## src/rtl/zone_metering.sv

```systemverilog
// Zone metering: per-zone RGB average or peak over a programmable window of the
// debayered stream, with a zone-indexed registered readout.
module zone_metering #(
   parameter int DATA_WIDTH    = 10,
   parameter int OUT_WIDTH     = 8,
   parameter int ZONES_X       = 4,
   parameter int ZONES_Y       = 4,
   parameter int MAX_ZONE_LOG2 = 7,
   parameter int COORD_WIDTH   = 11
) (
   input  logic                                  clock_in,
   input  logic                                  reset_in,
   input  logic [DATA_WIDTH-1:0]                 red_data_in,
   input  logic [DATA_WIDTH-1:0]                 green_data_in,
   input  logic [DATA_WIDTH-1:0]                 blue_data_in,
   input  logic                                  line_valid_in,
   input  logic                                  frame_valid_in,
   input  logic [COORD_WIDTH-1:0]                x_start_in,
   input  logic [COORD_WIDTH-1:0]                y_start_in,
   input  logic [$clog2(MAX_ZONE_LOG2+1)-1:0]    zone_size_log2_in,
   input  logic                                  peak_mode_in,
   input  logic [$clog2(ZONES_X*ZONES_Y)-1:0]    read_zone_in,
   output logic [OUT_WIDTH-1:0]                  red_metering_out,
   output logic [OUT_WIDTH-1:0]                  green_metering_out,
   output logic [OUT_WIDTH-1:0]                  blue_metering_out,
   output logic                                  metering_ready_out,
   output logic                                  frame_incomplete_out
);

   localparam int ZSW  = $clog2(MAX_ZONE_LOG2+1);
   localparam int NZ   = ZONES_X*ZONES_Y;
   localparam int RZW  = $clog2(NZ);
   localparam int AW   = DATA_WIDTH + 2*MAX_ZONE_LOG2;
   localparam int CXW  = (ZONES_X > 1) ? $clog2(ZONES_X) : 1;
   localparam int CYW  = (ZONES_Y > 1) ? $clog2(ZONES_Y) : 1;
   localparam int RCW  = $clog2(ZONES_Y+1);
   localparam int WW   = COORD_WIDTH + MAX_ZONE_LOG2 + $clog2(ZONES_X+ZONES_Y) + 1;
   localparam int DROP = DATA_WIDTH - OUT_WIDTH;

   typedef enum logic [1:0] {IDLE, ACCUM, DONE} state_e;

   state_e                       state_q, state_d;
   logic                         fv_q, lv_q;
   logic                         fv_rise, fv_fall, lv_rise, lv_fall, acc_en;
   logic [COORD_WIDTH-1:0]       xs_q, ys_q;
   logic [ZSW-1:0]               zsz_q;
   logic                         peak_q;
   logic [COORD_WIDTH-1:0]       x_cnt_q, y_q, x_cur;
   logic [RCW-1:0]               trig_cnt_q;
   logic [WW-1:0]                dx, dy, span_x, span_y, mask;
   logic                         in_x, in_y, row_last, trig_now;
   logic [CXW-1:0]               col, pcol_q, wr_col_q;
   logic [CYW-1:0]               row, flush_row_q, wr_row_q;
   logic                         pv_q, flush_q, wr_active_q;
   logic [2:0][DATA_WIDTH-1:0]   pix_q;
   logic [2:0][AW-1:0]           acc_q    [ZONES_X];
   logic [2:0][AW-1:0]           shadow_q [ZONES_X];
   logic [2:0][OUT_WIDTH-1:0]    mem_q    [NZ];
   logic [2:0][OUT_WIDTH-1:0]    wr_data, rd_q;
   logic [RZW-1:0]               wr_idx;
   logic                         ready_q, inc_q;

   assign fv_rise = frame_valid_in & ~fv_q;
   assign fv_fall = ~frame_valid_in & fv_q;
   assign lv_rise = line_valid_in & ~lv_q;
   assign lv_fall = ~line_valid_in & lv_q;
   assign acc_en  = (state_q == ACCUM);

   // Edge history follows the inputs through reset so a frame already running
   // when reset releases is not taken as a new frame start.
   always_ff @(posedge clock_in) begin
      fv_q <= frame_valid_in;
      lv_q <= line_valid_in;
   end

   always_ff @(posedge clock_in) begin
      if (reset_in) state_q <= IDLE;
      else          state_q <= state_d;
   end

   always_comb begin
      state_d = state_q;
      case (state_q)
         IDLE:    if (fv_rise) state_d = ACCUM;
         ACCUM:   if (fv_fall) state_d = DONE;
         DONE:    if (fv_rise) state_d = ACCUM;
         default: state_d = IDLE;
      endcase
   end

   always_ff @(posedge clock_in) begin
      if (reset_in) begin
         xs_q   <= '0;
         ys_q   <= '0;
         zsz_q  <= '0;
         peak_q <= 1'b0;
      end else if (fv_rise) begin
         xs_q   <= x_start_in;
         ys_q   <= y_start_in;
         zsz_q  <= zone_size_log2_in;
         peak_q <= peak_mode_in;
      end
   end

   always_comb begin
      x_cur    = lv_rise ? '0 : x_cnt_q;
      span_x   = WW'(ZONES_X) << zsz_q;
      span_y   = WW'(ZONES_Y) << zsz_q;
      mask     = (WW'(1) << zsz_q) - WW'(1);
      dx       = WW'(x_cur) - WW'(xs_q);
      dy       = WW'(y_q) - WW'(ys_q);
      in_x     = (x_cur >= xs_q) && (dx < span_x);
      in_y     = (y_q >= ys_q) && (dy < span_y);
      row_last = ((dy & mask) == mask);
      col      = CXW'(dx >> zsz_q);
      row      = CYW'(dy >> zsz_q);
      trig_now = acc_en & lv_fall & in_y & row_last;
   end

   always_ff @(posedge clock_in) begin
      if (reset_in) begin
         x_cnt_q    <= '0;
         y_q        <= '0;
         trig_cnt_q <= '0;
      end else begin
         if (line_valid_in) x_cnt_q <= x_cur + COORD_WIDTH'(1);
         if (fv_rise) begin
            y_q        <= '0;
            trig_cnt_q <= '0;
         end else if (acc_en && lv_fall) begin
            y_q <= y_q + COORD_WIDTH'(1);
            if (trig_now) trig_cnt_q <= trig_cnt_q + RCW'(1);
         end
      end
   end

   // The flush request rides the same register stage as the pixels so the
   // shadow copy sees the line's final pixel already accumulated.
   always_ff @(posedge clock_in) begin
      if (reset_in) begin
         pv_q        <= 1'b0;
         pcol_q      <= '0;
         pix_q       <= '0;
         flush_q     <= 1'b0;
         flush_row_q <= '0;
      end else begin
         pv_q        <= acc_en & line_valid_in & in_x & in_y;
         pcol_q      <= col;
         pix_q       <= {blue_data_in, green_data_in, red_data_in};
         flush_q     <= trig_now;
         flush_row_q <= row;
      end
   end

   always_ff @(posedge clock_in) begin
      if (reset_in || fv_rise || flush_q) begin
         for (int unsigned c = 0; c < ZONES_X; c++) acc_q[c] <= '0;
      end else if (pv_q) begin
         for (int unsigned ch = 0; ch < 3; ch++) begin
            if (peak_q) begin
               if (AW'(pix_q[ch]) > acc_q[pcol_q][ch]) acc_q[pcol_q][ch] <= AW'(pix_q[ch]);
            end else begin
               acc_q[pcol_q][ch] <= acc_q[pcol_q][ch] + AW'(pix_q[ch]);
            end
         end
      end
   end

   always_comb begin
      wr_data = '0;
      for (int unsigned ch = 0; ch < 3; ch++) begin
         if (peak_q) wr_data[ch] = OUT_WIDTH'(shadow_q[wr_col_q][ch] >> DROP);
         else        wr_data[ch] = OUT_WIDTH'(shadow_q[wr_col_q][ch] >> (int'(zsz_q) * 2 + DROP));
      end
   end

   assign wr_idx = RZW'(wr_row_q) * RZW'(ZONES_X) + RZW'(wr_col_q);

   always_ff @(posedge clock_in) begin
      if (reset_in) begin
         for (int unsigned c = 0; c < ZONES_X; c++) shadow_q[c] <= '0;
         for (int unsigned z = 0; z < NZ; z++)      mem_q[z]    <= '0;
         wr_active_q <= 1'b0;
         wr_col_q    <= '0;
         wr_row_q    <= '0;
      end else if (flush_q) begin
         shadow_q    <= acc_q;
         wr_active_q <= 1'b1;
         wr_col_q    <= '0;
         wr_row_q    <= flush_row_q;
      end else if (wr_active_q) begin
         mem_q[wr_idx] <= wr_data;
         wr_col_q      <= wr_col_q + CXW'(1);
         if (wr_col_q == CXW'(ZONES_X-1)) wr_active_q <= 1'b0;
      end
   end

   always_ff @(posedge clock_in) begin
      if (reset_in || fv_rise) begin
         ready_q <= 1'b0;
         inc_q   <= 1'b0;
      end else begin
         if (wr_active_q && !flush_q && wr_col_q == CXW'(ZONES_X-1)
             && wr_row_q == CYW'(ZONES_Y-1))
            ready_q <= 1'b1;
         if (acc_en && fv_fall && (int'(trig_cnt_q) + int'(trig_now) < ZONES_Y))
            inc_q <= 1'b1;
      end
   end

   always_ff @(posedge clock_in) begin
      if (reset_in) rd_q <= '0;
      else          rd_q <= mem_q[read_zone_in];
   end

   assign red_metering_out     = rd_q[0];
   assign green_metering_out   = rd_q[1];
   assign blue_metering_out    = rd_q[2];
   assign metering_ready_out   = ready_q;
   assign frame_incomplete_out = inc_q;

endmodule
```

## config.mk

```make
export PLATFORM = sky130hd
export DESIGN_NAME = zone_metering
export DESIGN_NICKNAME = d
export VERILOG_FILES = /design/src/rtl/zone_metering.sv
export SDC_FILE = /design/constraint.sdc
export NUM_CORES = 2
export LEC_CHECK = 0
export ABC_CLOCK_PERIOD_IN_PS = 9800
export CORE_ASPECT_RATIO = 2
export CORE_MARGIN = 5
export CORE_UTILIZATION = 50
export CTS_BUF_LIST = sky130_fd_sc_hd__clkbuf_4
export DETAILED_ROUTE_END_ITERATION = 8
export PLACE_DENSITY_LB_ADDON = 0.3
export RECOVER_POWER = 100
export SYNTH_ARGS = -nofsm -noshare
export SYNTH_HDL_FRONTEND = slang
export SYNTH_SLANG_ARGS = --single-unit
```

## constraint.sdc

```tcl
create_clock -name clock_in -period 9.8 [get_ports clock_in]
set_clock_uncertainty 0.15 [all_clocks]
set_input_delay 0.98 -clock clock_in [delete_from_list [all_inputs] [get_ports clock_in]]
set_output_delay 0.98 -clock clock_in [all_outputs]
set_load 0.05 [all_outputs]
```

=== After elaboration in Yosys (flattened, before gate mapping) ===
Memories as Yosys holds them, arrays and structs flattened. A register that Yosys moved wholly into a read port is not among the register bits.
Cells that the tools add are included.

* Multipliers: 0
* Shift-type cells: 7
* Add/subtract/negate cells: 13
* Mux-type cells: 47
* Bitwise operators: 17
* Divide/modulo/power cells: 0
* Reductions and logical operators: 19
* $lt $le $gt $ge: 11
* Equality and inequality tests: 7

{| class="wikitable"
|+ Operator list
! kind !! count
|-
| 2-to-1 mux 288 bit || 10
|-
| bitwise mux 288 bit || 6
|-
| demux 72 bit (select 2 bit) || 3
|-
| 2-to-1 mux 72 bit || 5
|-
| binary-select mux 72 bit (select 2 bit) || 2
|-
| adder 24 x 10 -> 24 bit || 3
|-
| greater-than comparator 10 x 24 -> 1 bit || 3
|-
| right shift 24 x 32 -> 8 bit || 2
|-
| 2-to-1 mux 24 bit || 2
|-
| 2-to-1 mux 48 bit || 1
|-
| < comparator 22 bit || 2
|-
| right shift 22 x 3 -> 2 bit || 2
|-
| 2-to-1 mux 8 bit || 3
|-
| OR reduction 24 bit || 1
|-
| right shift 24 x 5 -> 8 bit || 1
|-
| subtractor 11 x 11 -> 12 bit || 2
|-
| adder 11 x 1 -> 11 bit (second input constant) || 2
|-
| bitwise AND 22 bit || 1
|-
| == test 22 bit || 1
|-
| greater-or-equal comparator 11 bit || 2
|-
| << shifter 1 x 3 -> 22 bit (first input constant) || 1
|-
| << shifter 3 x 3 -> 22 bit (first input constant) || 1
|-
| subtractor 22 x 2 -> 22 bit (second input constant) || 1
|-
| 2-to-1 mux 11 bit || 1
|-
| other kinds (25) || 63
|}

* Latch bits: 0
* Bits in writable memories: 384
* Bits of input ports: 64
* Memories: 1
* Register bits: 674
* Memory bits (read-only): 0
* Logic and storage cells: 168

{| class="wikitable"
|+ Memory list
! name !! depth !! width !! rd ports !! clocked after memory_dff !! wr ports !! RTL line !! text
|-
| mem_q || 16 || 24 || 1 || 1 || 16 || 58 || <nowiki>logic [2:0][OUT_WIDTH-1:0] mem_q [NZ];</nowiki>
|}

=== Depth between registers and ports, before layout ===
* Depth in word-level cells: 18
* Mapped depth: 22
* Depth with buffers taken out: 19

=== Worst setup path after synthesis ===
No wires, ideal clock.

* Path type: input -> register
* From: input line_valid_in
* To: register pv_q
* Cell stages on the path: 21
* Library setup time: 0.060 ns
* Path slack: 4.855 ns
* Data required time: 9.590 ns
* Arrival time: 4.735 ns
* Path buffers: 2
* Path through: clkbuf_1 -> nand2b_1 -> clkbuf_1 -> and2_1 -> inv_1 -> ha_1 -> inv_1 -> fa_1 -> a21o_1 -> a21oi_1 -> nor2b_1 -> o41a_1 -> a21oi_1 -> xnor2_1 -> ha_1 -> a21o_1 -> a22oi_1 -> nor4bb_1 -> o2111ai_1 -> a211oi_1 -> and3_1

* Longest elaborated chain between the ends: 7
* Elaborated cells between the ends (all ways): 9
* Classes of those cells: 1 x add/sub; 2 x order compare; 1 x mux; 4 x bitwise; 1 x reduce/logical

{| class="wikitable"
|+ Ends and longest elaborated chain
! what !! RTL line !! text
|-
| start, declared || 16 || <nowiki>input logic line_valid_in,</nowiki>
|-
| bitwise AND 1 bit || 65 || <nowiki>assign lv_rise = line_valid_in & ~lv_q;</nowiki>
|-
| 2-to-1 mux 11 bit || 106 || <nowiki>x_cur = lv_rise ? '0 : x_cnt_q;</nowiki>
|-
| subtractor 11 x 11 -> 12 bit || 110 || <nowiki>dx = WW'(x_cur) - WW'(xs_q);</nowiki>
|-
| < comparator 22 bit || 112 || <nowiki>in_x = (x_cur >= xs_q) && (dx < span_x);</nowiki>
|-
| logical AND 1 bit || 112 ||
|-
| bitwise AND 1 bit (*) (2 in a row) || 147 || <nowiki>pv_q <= acc_en & line_valid_in & in_x & in_y;</nowiki>
|-
| end signal, assigned || 147 ||
|-
| end, declared || 54 || <nowiki>logic pv_q, flush_q, wr_active_q;</nowiki>
|}

Mark *: on every way between the ends. The rest lies on a longest branch, timed or not.
A chain may end at the register's enable or synchronous reset.

=== Worst setup path after layout ===
* From: register zsz_q[0]
* To: register trig_cnt_q[2]

* Longest elaborated chain between the ends: 6
* Elaborated cells between the ends (all ways): 10
* Classes of those cells: 1 x add/sub; 1 x order compare; 1 x eq/ne; 2 x shift; 3 x bitwise; 2 x reduce/logical

{| class="wikitable"
|+ Ends and longest elaborated chain
! what !! RTL line !! text
|-
| start, declared || 46 || <nowiki>logic [ZSW-1:0] zsz_q;</nowiki>
|-
| start signal, assigned || 100 || <nowiki>zsz_q <= zone_size_log2_in;</nowiki>
|-
| << shifter 1 x 3 -> 22 bit / << shifter 3 x 3 -> 22 bit (equally long branches) || 109, 108 ||
|-
| subtractor 22 x 2 -> 22 bit / < comparator 22 bit (equally long branches) || 109, 113 ||
|-
| bitwise AND 22 bit / logical AND 1 bit (equally long branches) || 114, 113 ||
|-
| == test 22 bit / bitwise AND 1 bit (equally long branches) || 114, 117 ||
|-
| bitwise AND 1 bit (*) || 117 || <nowiki>trig_now = acc_en & lv_fall & in_y & row_last;</nowiki>
|-
| AND reduction 2 bit (no line) (*) || - ||
|-
| end signal, assigned || 132 || <nowiki>if (trig_now) trig_cnt_q <= trig_cnt_q + RCW'(1);</nowiki>
|-
| end, declared || 49 || <nowiki>logic [RCW-1:0] trig_cnt_q;</nowiki>
|}

Marks and branches as above.

==> qor.yml <==
route.vias.total: 35900
hold_viol_final: 0
postCtsHoldBufs: 0
startpoint_type: "flop"
drt_iter0_drc: 2587
port_buffers: 89
max_slew_margin_pct: -157
total_power_w: 0.00865
maxCapViolCount: 29
netlist_instances: 4413
dp_hpwl_mm: 92.1
drtPass1Iterations: 7
cts_buffer_depth: 3
drt-wirelength-per-cell_um: 23.7
final_util_pct: 55.3
post_drt_via_cell_ratio: 5.99
grt_pass1_vias: 37100
yosysSeqAreaShare_pct: 50.9
die_w_um: 232
synth-async-reset-ratio_pct: 0
status: "finished, violations left"
setup_viol: 0
detail-route-antenna-nets: 0
drive_gt1_share_pct: 15.7
ctsResizeCount: 0
crit_type: "flop to flop"
grt_overflow: 0
vdd_drop_max_mv: 0.124
crit_path_end_kind: "flop"
crit_slowest_cell: "clkbuf_1"
wl_mm: 142
worstPathArrival_ns: 7.86
violations: "max-capacitance violations, max-slew violations"
ys_seq_elements: 1058
fmax_mhz: 142
hp-start: "y_start_in[5]"
timing.final.crit_share_pct: 71.7
fp.dieH_um: 453
cp_max_fo: 53
clk_pin_slew_worst_paths_ns: 0.07
antenna_found_initial: 5
worstSetupStartpoint: "zsz_q[0]"
worstMarginPinSlew_ns: 3.85
gp_congestion: 0.914
cts_setup_buffers: 0
syn_to_final_growth_pct: 9.70
nFillCells: 8348
hold_class: "primary input to flop"
setup_tns_ns: 0
cp_common_cell: "or4_1"
grt_pass1_wl_mm: 216
power.density_nw_per_um2: 160
max_stage_delay_ns: 2.46
rsz0062_at_grt: "no"
maxSlewViolCount: 848
leakage_nw: 18.5
yosys_warnings: 0
num_rows: 162
core_um2: 97500
start_util_pct: 50.4
synth_nets: 4593
crit_path_cell_trace: "buf_4 > inv_1 > clkbuf_1 > nand3_1 > ha_1 > and3_1 > o221ai_1 > o2111a_1 > o211ai_1 > or4_1 > or4_1 > a21oi_1"
critical_path_buf_inv_count: 3
worstSkewPairLatency_ns: 1.12
ys.flop_type: "dfxtp_1"
grt_start_max_net_pins: 127
htree_levels: 4
layout_min_cycle_time_ns: 7.02
yosys.cell_types.count: 78
num-nets-final: 4680
critPathRequiredTime_ns: 10.64
cpLargestDelayFamily: "buffers and inverters"
drc_errors: 0
track_usage_pct: 26.8
cts_root_buffer: "clkbuf_4"
cts_tree: "done"
r2r_start: "zsz_q[0]"
clock-sinks: 1058
r2r_slack_ns: 2.78
synth_edf_count: 384
synth_area_um2: 49100
dieArea_um2: 105000
synth_area_per_cell_um2: 11.1
cts_buffers: 220
pin_count: 90
-- report_power, final --
group | internal, W | switching [W]
Clock | 0.00160 | 0.00171
Sequential | 0.00462 | 0.0000389
Combinational | 0.000245 | 0.000432
Total | 0.00647 | 0.00218
-- per-layer routing --
layer  global-route usage (%)  up-vias  wire (µm)
li1                         -    16300          -
met1                     26.7    17500      46400
met2                     50.4     1482      76400
met3                     4.18      592       7990
met4                     18.3        2      11200
met5                        0        -          9
-- logic make-up after synthesis --
family | synth area share (%)
simple gates | 13.1
flops | 50.9
compound gates | 9.34
mux | 18.4
buf+inv | 3.44
fa+ha+maj | 3.03
xor+xnor | 1.75
-- final cells by class --
cell class / count / area [µm²] / share of cell area, %
Timing Repair Buffer: 183 / 1550 / 2.87
Multi-Input combinational cell: 2931 / 22400 / 41.6
Sequential cell: 1058 / 25000 / 46.5
Inverter: 106 / 398 / 0.738
Clock inverter: 64 / 317 / 0.587
Tap cell: 1312 / 1640 / 3.05
Antenna cell: 6 / 15.0 / 0.0279
Clock buffer: 334 / 2510 / 4.65
-- layout by cell type (no fill, tap or decap), types with 32 or more instances in the layout --
master           count
a211oi_1            37
a21oi_1            142
a22o_1              79
buf_4               72
clkbuf_4           334
clkdlybuf4s50_1     55
clkinv_1            45
dfxtp_1            666
edfxtp_1           384
ha_1               111
inv_1              105
mux2i_1            295
mux4_2             265
nand2_1            265
nand2b_1            41
nand3_1             54
nor2_1             867
nor2b_1             56
nor3_1              46
o21ai_0            123
o2bb2ai_1          100
xnor2_1             66
xor2_1              32
-- worst register-to-register path, stage by stage, from the launching register on --
cell and delay, ns:
dfxtp_1 0.31, buf_4 0.30, inv_1 0.25, clkbuf_1 2.46, nand3_1 0.81, ha_1 0.56, and3_1 0.26, o221ai_1 0.23
o2111a_1 0.23, o211ai_1 0.12, or4_1 0.60, or4_1 0.49, a21oi_1 0.15
-- final timing paths --
path / end / cells past startpoint
max reg2reg: trig_cnt_q[2] / 12
min: ys_q[5] / 3
max: trig_cnt_q[2] / 12
min reg2reg: ys_q[3] / 2
-- state kept, by name (all words and copies together), names as in the netlist, 3 cells and up --
signal	flops
ys_q	11
acc_q	288
blue_metering_out	8
x_cnt_q	11
mem_q	384
zsz_q	3
trig_cnt_q	3
green_metering_out	8
shadow_q	264
pix_q	30
red_metering_out	8
xs_q	11
y_q	11
-- metrics by stage --
step | std cells | area, µm² | worst slack (ns) | hold WS [ns]
after floorplan | 4413 | 49100 | 4.86 | 0.285
after global placement | 5590 | 51200 | 3.97 | 0.294
after detailed placement | 5590 | 51200 | 3.95 | 0.299
after CTS | 5988 | 54000 | 4.66 | 0.0840
after global routing | 5994 | 53900 | 2.38 | 0.235
final | 5994 | 53900 | 2.78 | 0.278
-- synth_stat cells (7+ instances only) --
cell type    n  share of area (%)
a211oi_1    37               0.57
a21o_1      10               0.15
a21oi_1    142                1.4
a221oi_1    10               0.18
a22o_1      79                1.4
a22oi_1     24               0.37
a31oi_1     22               0.28
and2_1      41               0.52
and3_1      21               0.27
buf_1       67               0.51
buf_2       29               0.30
clkbuf_1   212                1.6
dfxtp_1    674                 27
edfxtp_1   384                 23
ha_1       111                2.8
inv_1      104               0.79
mux2i_1    295                6.0
mux4_2     265                 12
nand2_1    265                2.0
nand2b_1    41               0.52
nand3_1     54               0.55
nand4_1     24               0.31
nor2_1     864                6.6
nor2_2       7              0.089
nor2b_1     57               0.73
nor3_1      47               0.48
nor4_1      16               0.20
o211ai_1    20               0.31
o21a_1      12               0.18
o21ai_0    120                1.2
o21ai_1     13               0.13
o21bai_1     9               0.14
o221ai_1    17               0.30
o22ai_1      9               0.11
o2bb2ai_1  100                1.8
or2_2        9               0.11
or3_1       11               0.14
or4_1       10               0.15
xnor2_1     66                1.2
xor2_1      32               0.57
(Power assumes the default switching activity.)
